## src/rtl/load_pkg.sv

```systemverilog
// Shared types for the MEM-stage load path: load types, fault causes,
// FSM states, default bus timeout and small decode helpers.
package load_pkg;

  typedef enum logic [2:0] {
    LT_LB  = 3'b000,
    LT_LH  = 3'b001,
    LT_LW  = 3'b010,
    LT_LBU = 3'b100,
    LT_LHU = 3'b101
  } ld_type_e;

  typedef enum logic [1:0] {
    CAUSE_NONE     = 2'b00,
    CAUSE_MISALIGN = 2'b01,
    CAUSE_TIMEOUT  = 2'b10,
    CAUSE_ILLEGAL  = 2'b11
  } cause_e;

  typedef enum logic [1:0] {
    IDLE,
    REQ,
    WAIT,
    RESP
  } state_e;

  localparam int DEFAULT_TIMEOUT = 255;

  function automatic logic is_legal(
    input logic [2:0] t
  );
    return (t == LT_LB)  || (t == LT_LH)
        || (t == LT_LW)  || (t == LT_LBU)
        || (t == LT_LHU);
  endfunction

  // t[1:0]==01 covers both LH and LHU
  function automatic logic is_misaligned(
    input logic [2:0] t,
    input logic [1:0] off
  );
    return ((t[1:0] == 2'b01) && off[0])
        || ((t == LT_LW) && (off != 2'b00));
  endfunction

endpackage

```

## src/rtl/load_data_extractor.sv

```systemverilog
// Combinational byte/half/word select and sign/zero extension of a read word.
// Ports: ld_type, off (addr[1:0]), rdata in; data (extended result) out.
module load_data_extractor
  import load_pkg::*;
#(
  parameter int DATA_W = 32
) (
  input  logic [2:0]        ld_type,
  input  logic [1:0]        off,
  input  logic [DATA_W-1:0] rdata,
  output logic [DATA_W-1:0] data
);

  logic [7:0]  b;
  logic [15:0] h;

  always_comb begin
    b    = rdata[8*off +: 8];
    h    = rdata[16*off[1] +: 16];
    data = rdata;
    unique case (1'b1)
      ld_type == LT_LB:
        data = {{(DATA_W-8){b[7]}}, b};
      ld_type == LT_LBU:
        data = {{(DATA_W-8){1'b0}}, b};
      ld_type == LT_LH:
        data = {{(DATA_W-16){h[15]}}, h};
      ld_type == LT_LHU:
        data = {{(DATA_W-16){1'b0}}, h};
      default:
        data = rdata;
    endcase
  end

endmodule

```

## src/rtl/load_unit.sv

```systemverilog
// MEM-stage load unit: word-aligned read request, extraction, fault reporting.
// Ports: ld_* request, mem_* data-memory read bus, rsp_* writeback response.
// Option: LOAD_MISALIGN_TRAP_EN makes misaligned LH/LHU/LW fault with cause 01.
module load_unit
  import load_pkg::*;
#(
  parameter int ADDR_W         = 32,
  parameter int DATA_W         = 32,
  parameter int TIMEOUT_CYCLES = DEFAULT_TIMEOUT
) (
  input  logic              clk,
  input  logic              rst_n,
  input  logic              ld_valid,
  output logic              ld_ready,
  input  logic [2:0]        ld_type,
  input  logic [ADDR_W-1:0] ld_addr,
  input  logic [4:0]        ld_rd,
  output logic              mem_req,
  output logic [ADDR_W-1:0] mem_addr,
  input  logic              mem_gnt,
  input  logic              mem_rvalid,
  input  logic [DATA_W-1:0] mem_rdata,
  output logic              rsp_valid,
  input  logic              rsp_ready,
  output logic [DATA_W-1:0] rsp_data,
  output logic [4:0]        rsp_rd,
  output logic              rsp_fault,
  output logic [1:0]        rsp_cause
);

  localparam int CNT_W = $clog2(TIMEOUT_CYCLES + 1);

  state_e            state;
  logic [2:0]        typ;
  logic [1:0]        off;
  logic [CNT_W-1:0]  cnt;
  logic [DATA_W-1:0] ext;
  logic              tmo;
  logic              misal;

  assign ld_ready  = (state == IDLE);
  assign mem_req   = (state == REQ);
  assign rsp_valid = (state == RESP);

  // cnt holds cycles already spent; this cycle is number cnt+1
  assign tmo = (cnt == CNT_W'(TIMEOUT_CYCLES - 1));

`ifdef LOAD_MISALIGN_TRAP_EN
  assign misal = is_misaligned(ld_type, ld_addr[1:0]);
`else
  assign misal = 1'b0;
`endif

  load_data_extractor #(
    .DATA_W (DATA_W)
  ) u_ext (
    .ld_type (typ),
    .off     (off),
    .rdata   (mem_rdata),
    .data    (ext)
  );

  always_ff @(posedge clk or negedge rst_n) begin
    if (!rst_n) begin
      state     <= IDLE;
      mem_addr  <= '0;
      rsp_data  <= '0;
      rsp_rd    <= '0;
      rsp_fault <= 1'b0;
      rsp_cause <= CAUSE_NONE;
      typ       <= '0;
      off       <= '0;
      cnt       <= '0;
    end else begin
      case (state)
        IDLE: begin
          if (ld_valid) begin
            typ      <= ld_type;
            off      <= ld_addr[1:0];
            rsp_rd   <= ld_rd;
            rsp_data <= '0;
            cnt      <= '0;
            if (!is_legal(ld_type)) begin
              state     <= RESP;
              rsp_fault <= 1'b1;
              rsp_cause <= CAUSE_ILLEGAL;
            end else if (misal) begin
              state     <= RESP;
              rsp_fault <= 1'b1;
              rsp_cause <= CAUSE_MISALIGN;
            end else begin
              state     <= REQ;
              mem_addr  <= {ld_addr[ADDR_W-1:2], 2'b00};
              rsp_fault <= 1'b0;
              rsp_cause <= CAUSE_NONE;
            end
          end
        end
        REQ: begin
          cnt <= cnt + 1'b1;
          if (tmo) begin
            state     <= RESP;
            rsp_fault <= 1'b1;
            rsp_cause <= CAUSE_TIMEOUT;
            rsp_data  <= '0;
          end else if (mem_gnt) begin
            state <= WAIT;
          end
        end
        WAIT: begin
          cnt <= cnt + 1'b1;
          // timeout beats a same-cycle rvalid
          if (tmo) begin
            state     <= RESP;
            rsp_fault <= 1'b1;
            rsp_cause <= CAUSE_TIMEOUT;
            rsp_data  <= '0;
          end else if (mem_rvalid) begin
            state    <= RESP;
            rsp_data <= ext;
          end
        end
        RESP: begin
          if (rsp_ready) state <= IDLE;
        end
        default: state <= IDLE;
      endcase
    end
  end

endmodule

```

## config.mk

```make
export PLATFORM = sky130hd
export DESIGN_NAME = load_unit
export DESIGN_NICKNAME = d
export VERILOG_FILES = /design/src/rtl/load_pkg.sv /design/src/rtl/load_data_extractor.sv /design/src/rtl/load_unit.sv
export SDC_FILE = /design/constraint.sdc
export NUM_CORES = 1
export LEC_CHECK = 0
export BUFFER_PORTS_ARGS = -buffer_cell sky130_fd_sc_hd__buf_2
export CAP_MARGIN = 20
export CORE_MARGIN = 8
export CORE_UTILIZATION = 44
export DETAILED_ROUTE_END_ITERATION = 8
export PLACE_DENSITY = 0.82
export RECOVER_POWER = 50
export SLEW_MARGIN = 20
export SYNTH_ARGS = -nofsm -noshare
export SYNTH_HDL_FRONTEND = slang
export SYNTH_HIERARCHICAL = 1
export SYNTH_SLANG_ARGS = --single-unit
```

## constraint.sdc

```tcl
create_clock -name clk -period 4.3 [get_ports clk]
set_input_delay 0.215 -clock clk [delete_from_list [all_inputs] [get_ports clk]]
set_output_delay 0.215 -clock clk [all_outputs]
set_load 0.1 [all_outputs]
```

# Word level (Yosys, flattened, before mapping)
# Index checks and enable logic that the tools add are counted.
[totals]
regBits = 85
input_bits = 78
[classes]
mux = 24
addsub = 1
reduce_logical = 16
n_eq_ne = 17
n_shift = 2
[op_table]
columns = ["cell", "n"]
rows = [
  ["32-bit 2-to-1 mux", 4],
  ["32-bit one-hot mux with 4 select lines", 1],
  ["32-bit one-hot mux with 3 select lines", 1],
  ["32-bit by 6-bit indexed part select with 16-bit output", 1],
  ["32-bit by 6-bit indexed part select with 8-bit output", 1],
  ["2-bit 2-to-1 mux", 10],
  ["8-bit one-hot mux with 2 select lines", 1],
  ["3-bit == test, second input constant", 4],
  ["8-bit by 1-bit adder with 8-bit output, second input constant", 1],
  ["8-bit == test, second input constant", 1],
  ["8-bit 2-to-1 mux", 1],
  ["2-bit one-hot mux with 4 select lines", 1],
  ["4-bit AND reduction", 2],
  ["3-bit by 1-bit == test with 1-bit output, second input constant", 2],
  ["3-bit logical NOT", 2],
  ["2-bit by 1-bit inequality test with 1-bit output, second input constant", 3],
  ["3-bit AND reduction", 2],
  ["2-bit == test, second input constant", 2],
  ["1-bit logical OR", 4],
  ["2-bit one-hot mux with 2 select lines", 1],
  ["2-bit AND reduction", 2],
  ["3-bit by 2-bit == test with 1-bit output, second input constant", 1],
  ["1-bit 2-to-1 mux", 3],
  ["3-bit by 1-bit inequality test with 1-bit output, second input constant", 1],
  ["8 further kinds", 8],
]

# Depth between registers and ports, before layout
[depth]
ltp_word = 8
ltp_mapped = 8
depth_no_buf = 6

# Hierarchy
# Netlist, hierarchy kept.
[by_module_without_submodules]
columns = ["module", "instances", "cells_per_inst", "area_each_um2"]
rows = [
  ["load_unit", 1, 320, 3809.9],
  ["load_data_extractor", 1, 124, 789.5],
]

# Worst setup path after synthesis
# No wires, ideal clock.
[synth_timing]
kind = "register -> register"
from = "register state[0]"
to = "register mem_addr[10]"
path_buffers = 2
stages_incl_launch_ff = 7
period_less_slack_ps = 2422
required_time_ps = 4174
setup_ps = 126
slack_ps = 1878
arrival_time_ps = 2296
cell_sequence = "dfrtp_1 inv_1 ha_1 buf_2 nand3_1 buf_2 mux2_2"
[synth_between]
elab_chain_cells = 2
[synth_lines]
columns = ["item", "line", "rtl"]
rows = [
  ["start: declaration", "load_unit.sv:33", "state_e state;"],
  ["start signal: assignment", "load_unit.sv:65", "state <= IDLE;"],
  ["start signal: assignment", "load_unit.sv:84", "state <= RESP;"],
  ["start signal: assignment", "load_unit.sv:88", "state <= RESP;"],
  ["2-bit logical NOT", "-", ""],
  ["net ld_ready", "load_unit.sv:14", "output logic ld_ready,"],
  ["3-bit AND reduction (no source line)", "-", ""],
  ["end signal: assignment", "load_unit.sv:93", "mem_addr <= {ld_addr[ADDR_W-1:2], 2'b00};"],
  ["end: declaration", "load_unit.sv:19", "output logic [ADDR_W-1:0] mem_addr,"],
]
# The timed path passes the listed nets, and every way through them passes these cells.
# A chain may end at the register's enable or synchronous reset.

# Worst setup path in the final report
[layout_timing]
from = "register state[0]"
to = "register rsp_data[30]"
[layout_between]
elab_chain_cells = 3
elab_cells_between_ends = 9
[layout_lines]
columns = ["item", "line", "rtl"]
rows = [
  ["2-bit == test (tied with other cells)", "load_unit.sv:75", "case (state)"],
  ["3-bit inequality test (no source line) (tied with other cells)", "-", ""],
  ["4-bit AND reduction (no source line)", "-", ""],
  ["end signal: assignment", "load_unit.sv:120", "rsp_data <= ext;"],
  ["end: declaration", "load_unit.sv:25", "output logic [DATA_W-1:0] rsp_data,"],
]
# Several ways; a longest one is shown, not always the timed one.

==> metrics.md <==
| Metric | Value |
|---|---|
| Synth unique cells | `50` |
| Seq cells post-synth | `84` |
| Synthesis-to-layout area growth | `20.59%` |
| Clk buf depth | `2` |
| Hold Violations, Final | `0` |
| I/O pins | `between 150 and 200` |
| Final setup TNS | `0 ns` |
| Buffers on Ports | `150` |
| Setup skew after layout | `0.01229 ns` |
| Worst-Margin Slew | `between 2 and 2.5 ns` |
| Row count | `37` |
| Reg clk slew, reported paths | `roughly 0.090 ns` |
| Residual DRC | `0` |
| Syn avg cell area | `10.36 um2` |
| Number of antenna diodes | `0` |
| Core ar. | `around 10000 um2` |
| Die height | `~120 um` |
| Pre-CTS setup slack | `1.822 ns` |
| DR vias/cell | `5.265` |
| Critical Path Start Type | `register` |
| Hpwl dp | `between 9000 and 10000 um` |
| GPL Wtd Cong | `0.8754` |
| Status | `finished with violations` |
| Worst Slack Setup Final | `1.832 ns` |
| Final setup viols | `0` |
| DR pass1 iterations | `4` |
| Slew margin rel. | `-38.17%` |
| Area fraction of the dominant cell type after synthesis | `between 40% and 50%` |
| Final period utilization | `57.39%` |
| Failing checks | `max-capacitance violations, max-slew violations` |
| Top-count cell post-synth | `dfrtp_1` |
| CTS-repair resized insts | `0` |
| DR vias | `about 3800` |
| Global-route wire length before repair | `slightly above 20000 um` |
| Placed Cells | `~700` |
| Worst setup path class | `register to register` |
| Max Cap Viol | `1` |
| Non-Filler Instances | `~720` |
| Clk_lat worst skew | `0.35 ns` |
| Die Footprint | `13980 um2` |
| Top post-synthesis cells by area | `dfrtp_1 46%, mux2_2 12%, mux2i_1 8.5%, inv_1 4.7%, nand2_1 4.2%` |
| Post-synth top area cell | `dfrtp_1` |
| Gr ovfl total | `0` |
| Setup crit end kind | `register` |
| Root buffer cell | `clkbuf_8` |
| RSZ-0062 raised after global routing | `false` |
| Post-synth EDFFs | `0` |
| Number of global-route vias before repair | `4113` |
| Num CTS Buffers | `9` |
| Fin crit period | `2.468 ns` |
| Routed WL | `between 10000 and 15000 um` |
| Required @ worst endpoint | `around 4.6 ns` |
| Cell count after synthesis | `roughly 440` |
| Hold Path Class | `primary input to register` |
| Share of post-route cells with drive strength above 1 | `between 30% and 40%` |
| Top FF cell, synth | `dfrtp_1` |
| Count of pins over their slew limit | `85` |
| CTS tree | `yes` |
| Post-synthesis async set-or-reset flop share | `100.0%` |
| Synth top cells by count | `84 x dfrtp_1, 57 x inv_1, 51 x nand2_1, 49 x mux2_2, 39 x mux2i_1` |
| Fin Hold WS | `roughly 0.09 ns` |
| Sink Count | `between 80 and 90` |
| Initial antenna violation count | `0` |
| Die W | `between 100 and 150 um` |
| Wire per inst | `16.82 um` |
| Post-Synthesis Cell Area | `about 4600 um2` |
| WP data arrival | `2.74 ns` |
| Fmax | `405.2 MHz` |
| Total Routing Usage GR | `between 10% and 20%` |
| DRT iter0 DRCs | `approximately 310` |
| Final antenna-violating net count | `0` |
| Fin nets | `667` |
| Seq/Total Area, Yosys | `~46%` |
| Ys Warns | `6` |
| Crit-path max FO | `32` |
| Initial core utilization | `roughly 45%` |
| H-tree level count | `3` |
| Largest net degree at the start of global routing | `85` |
==> placed cells by master (no fill, tap or decap), types with 5 or more instances in the layout <==
| master | synthesis | routed |
|---|---|---|
| dfrtp_1 | 84 | 84 |
| nand2b_1 | 5 | 5 |
| mux2_2 | 49 | 49 |
| clkbuf_1 | 12 | 36 |
| o21ai_0 | 11 | 11 |
| ha_1 | 8 | 8 |
| clkbuf_8 | 0 | 10 |
| inv_1 | 57 | 57 |
| nor2_1 | 11 | 11 |
| nand3_1 | 6 | 6 |
| nand2_1 | 51 | 51 |
| mux2i_1 | 39 | 39 |
| buf_2 | 7 | 113 |
| o221ai_1 | 9 | 9 |
| a21oi_1 | 28 | 28 |
| nor2b_1 | 9 | 9 |
| a22oi_1 | 10 | 10 |
==> cells by family after synthesis <==
logic type,after synthesis,share of synthesized area (%)
xor+xnor,3,0.5714
buf+inv,85,8.923
mux,90,21.22
fa+ha+maj,8,2.176
flops,84,45.70
other cells,1,0.08153
simple gates,96,9.984
compound gates,77,11.34
==> critical path, stage by stage (launching register included) <==
cell and delay (ns):
dfrtp_1 0.44, inv_1 0.13, ha_1 0.36, nand2b_1 0.26, o2111a_2 0.89, mux2i_1 0.29
==> path summary, 6_finish.rpt <==
check / end / slack, ns / start / cells after the start
worst max-delay path: rsp_data[30]$_DFFE_PN0P_ / 1.83 / state[0]$_DFFE_PN0P_ / 5
worst min-delay path: mem_addr[2]$_DFFE_PN0P_ / 0.09 / ld_addr[2] / 2
worst max register to register: rsp_data[30]$_DFFE_PN0P_ / 1.83 / state[0]$_DFFE_PN0P_ / 5
worst min register to register: mem_addr[7]$_DFFE_PN0P_ / 0.51 / mem_addr[7]$_DFFE_PN0P_ / 1
max in group asynchronous: mem_addr[23]$_DFFE_PN0P_ / 2.06 / rst_n / 2
min in group asynchronous: rsp_data[6]$_DFFE_PN0P_ / 1.01 / rst_n / 2
==> sequential cells by signal (all words and copies together), names as in the netlist <==
register,flops
state,2
rsp_rd,5
mem_addr,30
cnt,8
rsp_data,32
off,2
typ,3
rsp_cause,2
==> cell type report <==
| cell class | count | area [um2] |
|---|---|---|
| inverters | 57 | 214.0 |
| flip-flops and latches | 84 | 2102 |
| well taps | 136 | 170.2 |
| repair buffers | 153 | 730.7 |
| clock inverters | 5 | 100.1 |
| multi-input cells | 276 | 2092 |
| fillers | 949 | 4684 |
| clock buffers | 10 | 137.6 |
==> per-stage QoR <==
stage,util [%],cell area [um2]
floorplan,-,4603
global placement,52.26,5346
detailed placement,52.26,5346
CTS,54.58,5584
global route,54.21,5547
finish,54.21,5547
==> timing repair <==
action,CTS,global route
setup buffers,0,0
hold buffers,0,1
endpoints found under the hold margin,0,77
==> metal layers <==
| metal | track usage (%) | routed length (um) |
|---|---|---|
| met5 | 0 | 0 |
| met4 | 7.366 | 231 |
| met3 | 6.711 | 1384 |
| met2 | 27.18 | 5370 |
| met1 | 21.26 | 5142 |
Power is not shown: default switching activity piles up to over one toggle a cycle in this logic, so the estimate is an artifact.
